<file path="config.mk">
export PLATFORM = sky130hd
export DESIGN_NAME = bp_update_ctrl
export DESIGN_NICKNAME = d
export VERILOG_FILES = /design/src/rtl/bp_pkg.sv /design/src/rtl/bp_upd_fifo.sv /design/src/rtl/bp_update_ctrl.sv
export SDC_FILE = /design/constraint.sdc
export NUM_CORES = 1
export LEC_CHECK = 0
export CORE_ASPECT_RATIO = 0.75
export CORE_UTILIZATION = 45
export CTS_BUF_LIST = sky130_fd_sc_hd__clkbuf_8
export DETAILED_ROUTE_END_ITERATION = 8
export PLACE_DENSITY = 0.72
export SLEW_MARGIN = 15
export SYNTH_ARGS = -nofsm -noshare
export SYNTH_HDL_FRONTEND = slang
export SYNTH_SLANG_ARGS = --single-unit
</file>
<file path="constraint.sdc">
create_clock -name CLK -period 5.1 [get_ports CLK]
set_input_delay 0.51 -clock CLK [delete_from_list [all_inputs] [get_ports CLK]]
set_output_delay 0.51 -clock CLK [all_outputs]
set_load 0.02 [all_outputs]
</file>
<file path="src/rtl/bp_pkg.sv">
// Shared definitions for the branch-history table write-port controller.
package bp_pkg;

  localparam int unsigned BP_IDX_W  = 10;
  localparam int unsigned BP_PC_LSB = 2;

  // Queued branch resolution at the default table size.
  typedef struct packed {
    logic [BP_IDX_W-1:0] idx;
    logic                taken;
  } bp_entry_t;

  typedef enum logic {SWEEP, RUN} bp_state_t;

  // Extracts the table index bits PC[lsb+w-1:lsb]; callers size-cast to w bits.
  function automatic logic [31:0] pc2idx(input logic [31:0] pc,
                                         input int unsigned lsb,
                                         input int unsigned w);
    logic [31:0] mask;
    mask = (w >= 32) ? '1 : ((32'd1 << w) - 32'd1);
    return (pc >> lsb) & mask;
  endfunction

endpackage

</file>
<file path="src/rtl/bp_upd_fifo.sv">
// Update queue: synchronous FIFO with a parallel view of all valid entry indices.
module bp_upd_fifo #(
  parameter int unsigned IDX_W = 10,
  parameter int unsigned DEPTH = 4
) (
  input  logic                        CLK,
  input  logic                        RESET,
  input  logic                        push,
  input  logic [IDX_W-1:0]            push_idx,
  input  logic                        push_taken,
  input  logic                        pop,
  input  logic                        flush,
  output logic                        full,
  output logic                        empty,
  output logic [$clog2(DEPTH):0]      count,
  output logic [IDX_W-1:0]            head_idx,
  output logic                        head_taken,
  output logic [DEPTH-1:0]            entry_vld,
  output logic [DEPTH-1:0][IDX_W-1:0] entry_idx
);

  localparam int unsigned AW = $clog2(DEPTH);

  typedef struct packed {
    logic [IDX_W-1:0] idx;
    logic             taken;
  } entry_t;

  entry_t        mem [DEPTH];
  logic [AW:0]   wr_ptr;
  logic [AW:0]   rd_ptr;

  assign count      = wr_ptr - rd_ptr;
  assign empty      = (wr_ptr == rd_ptr);
  assign full       = (count == (AW+1)'(DEPTH));
  assign head_idx   = mem[rd_ptr[AW-1:0]].idx;
  assign head_taken = mem[rd_ptr[AW-1:0]].taken;

  // Pointer update; the extra MSB separates full from empty.
  always_ff @(posedge CLK or negedge RESET) begin
    if (!RESET) begin
      wr_ptr <= '0;
      rd_ptr <= '0;
    end else if (flush) begin
      wr_ptr <= '0;
      rd_ptr <= '0;
    end else begin
      if (push && !full) wr_ptr <= wr_ptr + 1'b1;
      if (pop && !empty) rd_ptr <= rd_ptr + 1'b1;
    end
  end

  // Entry storage; contents are only meaningful while the slot is valid.
  always_ff @(posedge CLK) begin
    if (push && !full && !flush) mem[wr_ptr[AW-1:0]] <= '{idx: push_idx, taken: push_taken};
  end

  // A slot is valid when its distance from the read pointer is below the count.
  always_comb begin
    entry_vld = '0;
    entry_idx = '0;
    for (int unsigned i = 0; i < DEPTH; i++) begin
      entry_idx[i] = mem[i].idx;
      entry_vld[i] = {1'b0, AW'(AW'(i) - rd_ptr[AW-1:0])} < count;
    end
  end

endmodule

</file>
<file path="src/rtl/bp_update_ctrl.sv">
// Write-port controller for the local branch-history table: post-reset/flush
// zero sweep, queued update drain, and stale-lookup hazard flag.
module bp_update_ctrl
  import bp_pkg::*;
#(
  parameter int unsigned IDX_W      = BP_IDX_W,
  parameter int unsigned PC_LSB     = BP_PC_LSB,
  parameter int unsigned FIFO_DEPTH = 4
) (
  input  logic                              CLK,
  input  logic                              RESET,
  input  logic [31:0]                       ID_PC,
  input  logic                              Is_Branch,
  input  logic                              Is_Taken,
  input  logic                              Flush_Req,
  input  logic [31:0]                       IF_PC,
  output logic                              Tbl_WE,
  output logic [IDX_W-1:0]                  Tbl_Index,
  output logic                              Tbl_Clear,
  output logic                              Tbl_Taken,
  output logic                              Stall,
  output logic                              Busy,
  output logic                              Lookup_Hazard,
  output logic [$clog2(FIFO_DEPTH+1)-1:0]   Pending_Count
);

  bp_state_t                     state;
  logic [IDX_W-1:0]              sweep_ptr;
  logic [IDX_W-1:0]              id_idx;
  logic [IDX_W-1:0]              if_idx;
  logic                          q_push;
  logic                          q_pop;
  logic                          q_full;
  logic                          q_empty;
  logic [IDX_W-1:0]              q_head_idx;
  logic                          q_head_taken;
  logic [FIFO_DEPTH-1:0]         q_vld;
  logic [FIFO_DEPTH-1:0][IDX_W-1:0] q_idx;

  assign id_idx = IDX_W'(pc2idx(ID_PC, PC_LSB, IDX_W));
  assign if_idx = IDX_W'(pc2idx(IF_PC, PC_LSB, IDX_W));

  // Stall ignores a same-cycle pop so it depends only on registered pointers.
  assign Stall  = q_full;
  assign q_push = Is_Branch && !q_full && !Flush_Req;
  assign q_pop  = (state == RUN) && !q_empty && !Flush_Req;

  bp_upd_fifo #(
    .IDX_W (IDX_W),
    .DEPTH (FIFO_DEPTH)
  ) u_fifo (
    .CLK        (CLK),
    .RESET      (RESET),
    .push       (q_push),
    .push_idx   (id_idx),
    .push_taken (Is_Taken),
    .pop        (q_pop),
    .flush      (Flush_Req),
    .full       (q_full),
    .empty      (q_empty),
    .count      (Pending_Count),
    .head_idx   (q_head_idx),
    .head_taken (q_head_taken),
    .entry_vld  (q_vld),
    .entry_idx  (q_idx)
  );

  // Controller FSM: sweep every index once, then drain the queue one entry per cycle.
  always_ff @(posedge CLK or negedge RESET) begin
    if (!RESET) begin
      state     <= SWEEP;
      sweep_ptr <= '0;
      Tbl_WE    <= 1'b0;
      Tbl_Index <= '0;
      Tbl_Clear <= 1'b0;
      Tbl_Taken <= 1'b0;
      Busy      <= 1'b1;
    end else if (Flush_Req) begin
      state     <= SWEEP;
      sweep_ptr <= '0;
      Tbl_WE    <= 1'b0;
      Tbl_Index <= '0;
      Tbl_Clear <= 1'b0;
      Tbl_Taken <= 1'b0;
      Busy      <= 1'b1;
    end else begin
      case (state)
        SWEEP: begin
          Tbl_WE    <= 1'b1;
          Tbl_Clear <= 1'b1;
          Tbl_Index <= sweep_ptr;
          Tbl_Taken <= 1'b0;
          sweep_ptr <= sweep_ptr + 1'b1;
          Busy      <= 1'b1;
          if (&sweep_ptr) state <= RUN;
        end
        RUN: begin
          // Busy stays high through the last sweep write and drops here.
          Busy      <= 1'b0;
          Tbl_Clear <= 1'b0;
          Tbl_WE    <= q_pop;
          if (q_pop) begin
            Tbl_Index <= q_head_idx;
            Tbl_Taken <= q_head_taken;
          end
        end
        default: state <= SWEEP;
      endcase
    end
  end

  // Hazard when sweeping, or the fetch index matches a queued or in-flight update.
  always_comb begin
    Lookup_Hazard = Busy;
    if (Tbl_WE && (Tbl_Index == if_idx)) Lookup_Hazard = 1'b1;
    for (int unsigned i = 0; i < FIFO_DEPTH; i++) begin
      if (q_vld[i] && (q_idx[i] == if_idx)) Lookup_Hazard = 1'b1;
    end
  end

endmodule
</file>
==> impl_results.md, run 1 <==
* GRT Total Usage at 0.203
* Worst reg2reg path depth at 6
* Largest net degree at the start of global routing at 32
* Final Wtd Congestion at between 0.8 and 0.9
* Cell area power density at ~280 nW/um2
* Final setup viols at 0
* Crit path buffers/inverters at 3
* Final WL at between 8000 and 9000 um
* Pins Over Slew Limit at 0
* CTS sink cnt at 75
* Critical path arrival at between 3000 and 4000 ps
* Setup Buffers After CTS at 0
* CP Class: flip-flop to output port
* Mapped Area at between 3000 and 4000 um2
* Synthesized netlist cell count at between 300 and 400
* CP Launch Type: flip-flop
* Final Core Density at 0.563
* Footprint of the multi-input gates at 1660 um2
* Core area at 8130 um2
* Via count at 2427
* Grt total ovfl at 0
* Via density per instance at approximately 5.4
* Clk slew on worst S/H paths at ~80 ps
* Flops & latches, synth at 75
* Crit-path slowest cell: dfrtp_1
* Mean Syn Cell Area at around 13 um2
* LEAKAGE at 1.67 nW
* R2r setup slk at roughly 1900 ps
* Post-synth top area share at 0.339
* Worst r2r src: u_fifo.rd_ptr[1]
* Peak VDD IR at around 190 uV
* Ys flop type: edfxtp_1
* Vias in the first global route at approximately 2.4k
* Fin nets at 426
* H-tree levels at 3
* FMAX at around 0.25 GHz
* Max-cap violations at 0
* Critical Path End Type: output port
* Antenna cells at 0
* Seq. cell area at 2100 um2
* Final ANT Viol Nets at 0
* Critical Path Fanout Max at 15
* Hold_buf cts at 0
* Sequential share of the synthesized area at 0.539
* Die area at 9040 um2
* FFs w/ async S/R, synth at 0.413
* 1st-pass router iterations at 4
* Cell Rows at 28
* Number of synthesized flops with an enable pin at 44
* Port buffer count at between 40 and 50
* Commonest cells in the netlist: 47 x xnor2_1, 44 x edfxtp_1, 30 x dfrtp_1, 30 x nor2_1
* Critical path, cell by cell: inv_1, fa_1, inv_1, ha_1, a21o_1, a21oi_1, a22oi_1, nand4_1, clkdlybuf4s50_1
* Slew headroom at 0.357
* HP Class: input pin to async pin
* Final period util at 0.782
* Clk Latency, worst-skew pair at around 350 ps
* Status: complete, no violations
* Final hold vios at 0
* Final min period at approximately 4000 ps
* TritonCTS Buffers at 9
* Slew @ Worst Pin at between 900 and 1000 ps
* DRC at 0
* Initial antenna violation count at 0
* Post-DP HPWL at 5990 um
* CP top delay family: buffers and inverters
* Post_cts resized at 0
* Max stage delay on crit path at just under 800 ps
* Synth warn at 0
* Largest area contributor in the netlist: edfxtp_1
* Wirelength per Cell at 17.8 um
* CTS tree: yes
* Area after DPL at 4380 um2
* Root buffer selected by CTS: clkbuf_8
* Share of layout cells above drive strength 1 at 0.0893
* Syn Nets at between 300 and 400
* Synth top area cells: edfxtp_1 34%, dfrtp_1 19%, xnor2_1 11%
* Sum of negative setup slack at 0 ps
* Chip Width at ~110 um
* Fillers at about 660
* Unrepaired setup endpoints after global routing: no
* First-pass GRT wire length at about 13000 um
* Initial Util at 0.479
* Most common cell in the synthesized netlist: xnor2_1
* Die Ht at between 80 and 90 um
* CP required at roughly 4600 ps
* I/O pin count at 88
* Design area at 4580 um2
* Unique masters post-synth at 38
* Initial DRC count at 132
* Most used cell, CP: inv_1
* Crit Reg-Reg Endpoint: u_fifo.mem[2][0]
* Layout area overhead at 17.4%
* Max Root-Sink Buffers at 2
* Clock Skew at about 7.4 ps
-- cells by family (layout without fill, tap and decap cells) --
logic type / Yosys count / after routing / share of synthesized area
AOI/OAI and AO/OA: 27 / 27 / 0.0453
muxes: 25 / 25 / 0.0995
DFF: 75 / 75 / 0.539
xor gates and xnor gates: 62 / 62 / 0.139
adders and majority gates: 15 / 15 / 0.0501
and+or+nand+nor: 71 / 71 / 0.0909
buffers and inverters: 30 / 72 / 0.0363
-- worst max-delay path by stage --
stage                     startpoint             to  slack [ps]  depth (start not counted)
finish              u_fifo.rd_ptr[1]  Lookup_Hazard        1110                          9
global placement    u_fifo.rd_ptr[1]  Lookup_Hazard        1490                          9
CTS                 u_fifo.rd_ptr[1]  Lookup_Hazard        1080                          9
floorplan           u_fifo.rd_ptr[1]  Lookup_Hazard        2160                          9
global route        u_fifo.rd_ptr[1]  Lookup_Hazard         910                          9
detailed placement  u_fifo.rd_ptr[1]  Lookup_Hazard        1480                          9
-- flip-flops by register name, indices dropped and copies added, names as in the netlist --
name and flops:
Tbl_Index 10, Tbl_WE 1, u_fifo.wr_ptr 3, Tbl_Taken 1, u_fifo.mem 44, state 1
Tbl_Clear 1, sweep_ptr 10, Busy 1, u_fifo.rd_ptr 3
-- cell type report --
cell class | count | share of cell area
timing repair buffer | 46 | 0.0990
multi-input combinational | 200 | 0.362
clock inverter | 7 | 0.0164
tap | 105 | 0.0287
sequential | 75 | 0.459
inverter | 10 | 0.00820
clock buffer | 9 | 0.0271
-- stage by stage --
stage          setup slack (ps)  cells  power [mW]  hold WS (ps)
4_1_cts                    1080    452        1.29           541
3_5_place_dp               1480    436       0.838           522
2_1_floorplan              2160    305       0.788           214
5_1_grt                     912    452        1.34           585
3_3_place_gp               1490    436       0.834           515
6_report                   1110    452        1.28           538
-- cell usage in the layout, fill, tap and decap left out, types with 2 or more instances in the layout --
master           synthesis  layout
buf_4                    1       3
and3_1                   4       4
nand4_1                 11      11
nor2_1                  30      30
nand2_1                  6       6
o21ai_0                  5       5
dfrtp_1                 30      30
nand2b_1                 3       3
clkinvlp_4               0       2
xor2_1                  15      15
mux2i_1                 14      14
a21oi_1                  6       6
clkbuf_8                 0       9
nor2b_1                  3       3
inv_6                    0       3
mux4_2                  11      11
inv_1                   10      11
nor4_1                   3       3
clkdlybuf4s50_1          0      43
nor3_1                   2       2
a211oi_1                10      10
xnor2_1                 47      47
and2_1                   4       4
or3_1                    2       2
edfxtp_1                44      44
ha_1                    14      14
-- power by group --
group	switching, mW	internal [mW]	total, mW
Clock	0.228	0.229	0.457
Sequential	0.0133	0.661	0.674
Combinational	0.0796	0.0710	0.151
Total	0.321	0.961	1.28
-- layer usage --
metal	up-vias	wire (um)	global-route usage	share of wire
met1	1209	3700	0.282	0.46
met2	62	3760	0.313	0.47
met3	4	544	0.0581	0.068
met4	0	56	0.0520	0.0069
met5	-	0	0	0
li1	1152	-	-	-
Power figures use the tool's default switching activity.
==> run 2: changes to the inputs <==
Clock period 5.1 ns to 3.9 ns, I/O delays scaled along.
==> run 2 against run 1 <==
  * Utilization about the same
  * Flip-flop and latch count unchanged
  * Non-clock buffer count up 1
  * Clock-buffer cell count unchanged
  * Sequential power up 31%
  * Power up 29%
  * Critical path type unchanged
  * Register-to-register slack worse by 970 ps
  * Combinational power up 30%
  * Final cell count up 0.22%
==> impl_results.md, run 2 (synthesis results as in run 1) <==
* Die Ht at between 80 and 90 um
* Final Core Density at 0.563
* Clock Skew at 6.79 ps
* Die area at ~9000 um2
* Sum of negative setup slack at 0 ps
* Layout area overhead at 17.5%
* Via count at ~2.4k
* TritonCTS Buffers at 9
* Clock power frac at 0.350
* Final period util at 0.938
* CP Launch Type: flip-flop
* Slew headroom at 0.349
* 1st-pass router iterations at 4
* HP Class: input pin to async pin
* Final Wtd Congestion at roughly 0.81
* Switching pwr at approximately 0.41 mW
* Root buffer selected by CTS: clkbuf_8
* H-tree levels at 3
* Fillers at slightly below 700
* I/O pin count at roughly 90
* Max-cap violations at 0
* GRT Total Usage at 0.203
* Final hold vios at 0
* CP required at ~3500 ps
* Max stage delay on crit path at just over 600 ps
* Initial antenna violation count at 0
* Setup Buffers After CTS at 0
* Minimum hold slack at about 440 ps
* CTS sink cnt at 75
* Vias in the first global route at between 2k and 2.5k
* Largest register FFs at 44
* LEAKAGE at 1.68 nW
* Total power at 1.66 mW
* Commonest non-fill, non-tap cell in the layout: xnor2_1
* CP top delay family: adder cells
* Antenna cells at 0
* Clk Latency, worst-skew pair at ~350 ps
* Final ANT Viol Nets at 0
* Final min period at roughly 3700 ps
* Post_cts resized at 0
* Share of total power in combinational logic at 0.118
* Critical path, cell by cell: inv_1, ha_1, inv_1, fa_1, inv_1, ha_1, a21o_1, a21oi_1, a22oi_1, nand4_1, clkdlybuf4s50_1
* Critical path arrival at 3270 ps
* First-pass GRT wire length at between 10000 and 15000 um
* Wirelength per Cell at 17.9 um
* Chip Width at around 110 um
* Slew @ Worst Pin at between 900 and 1000 ps
* Critical Path Fanout Max at 6
* Pins Over Slew Limit at 0
* Final WL at approximately 8000 um
* CP Class: flip-flop to output port
* Initial Util at 0.479
* Sequential Power Share at 0.532
* Cell Rows at 28
* Critical Path End Type: output port
* Via density per instance at about 5.3
* Grt total ovfl at 0
* Peak VDD IR at ~250 uV
* Most frequent cells in the layout: 47 x xnor2_1, 44 x edfxtp_1, 43 x clkdlybuf4s50_1
* CTS tree: yes
* Largest net degree at the start of global routing at 32
* Cell area power density at between 300 and 400 nW/um2
* Port buffer count at 43
* Initial DRC count at roughly 140
* Status: complete, no violations
* FMAX at between 0.2 and 0.3 GHz
* Core area at 8130 um2
* Clk slew on worst S/H paths at 80 ps
* Post-DP HPWL at ~6000 um
* Max Root-Sink Buffers at 2
* Power Internal at ~1.3 mW
* DRC at 0
* Crit path buffers/inverters at 4
* Fin nets at around 430
* Unrepaired setup endpoints after global routing: no
* Final setup viols at 0
* Most used cell, CP: inv_1
* Share of layout cells above drive strength 1 at 0.0891
* Crit-path slowest cell: clkdlybuf4s50_1
* Switch share at 0.245
* Hold_buf cts at 0
run 2: cell count changes in the layout (fill, tap and decap cells not counted), sizes merged:
cell / change
clkinv: +4
inv: -2
clkinvlp: -2
buf: +1
run 2: cell type report:
cell class	instances	area, um2	area share
Timing Repair Buffer	47	460	0.101
Clock buffer	9	124	0.0271
Tap cell	105	131	0.0287
Multi-Input combinational cell	200	1660	0.362
Sequential cell	75	2100	0.458
Clock inverter	7	68.8	0.0150
Inverter	10	37.5	0.00820
run 2: metal layers:
metal	up-vias	part of all wire	track usage
met1	1200	0.48	0.284
met2	55	0.46	0.310
met4	0	0.0041	0.0560
li1	1158	-	-
met3	5	0.053	0.0597
met5	-	0	0
run 2: power groups by stage:
stage / logic, mW / registers (mW) / clock network, mW
4_1_cts: 0.198 / 0.882 / 0.594
2_1_floorplan: 0.133 / 0.897 / 0
6_report: 0.196 / 0.882 / 0.580
3_3_place_gp: 0.193 / 0.898 / 0
3_5_place_dp: 0.197 / 0.899 / 0
5_1_grt: 0.215 / 0.885 / 0.632
run 2: worst paths after layout:
path	startpoint	end	slack (ps)	cells after the start
max in group asynchronous	RESET	Busy	3140	2
worst min register to register	Tbl_Taken	Tbl_Taken	540	2
min in group CLK	Tbl_Taken	Tbl_Taken	540	2
worst max register to register	u_fifo.wr_ptr[0]	u_fifo.mem[3][0]	900	8
worst max-delay path	u_fifo.wr_ptr[0]	Lookup_Hazard	240	11
worst min-delay path	RESET	sweep_ptr[8]	440	2
run 2: metrics by stage:
step / cell area [um2] / std cells / setup WS [ps]
2_1_floorplan: 3900 / 305 / 1080
3_3_place_gp: 4380 / 437 / 700
3_5_place_dp: 4380 / 437 / 635
4_1_cts: 4580 / 453 / 235
5_1_grt: 4580 / 453 / 34.1
6_report: 4580 / 453 / 241
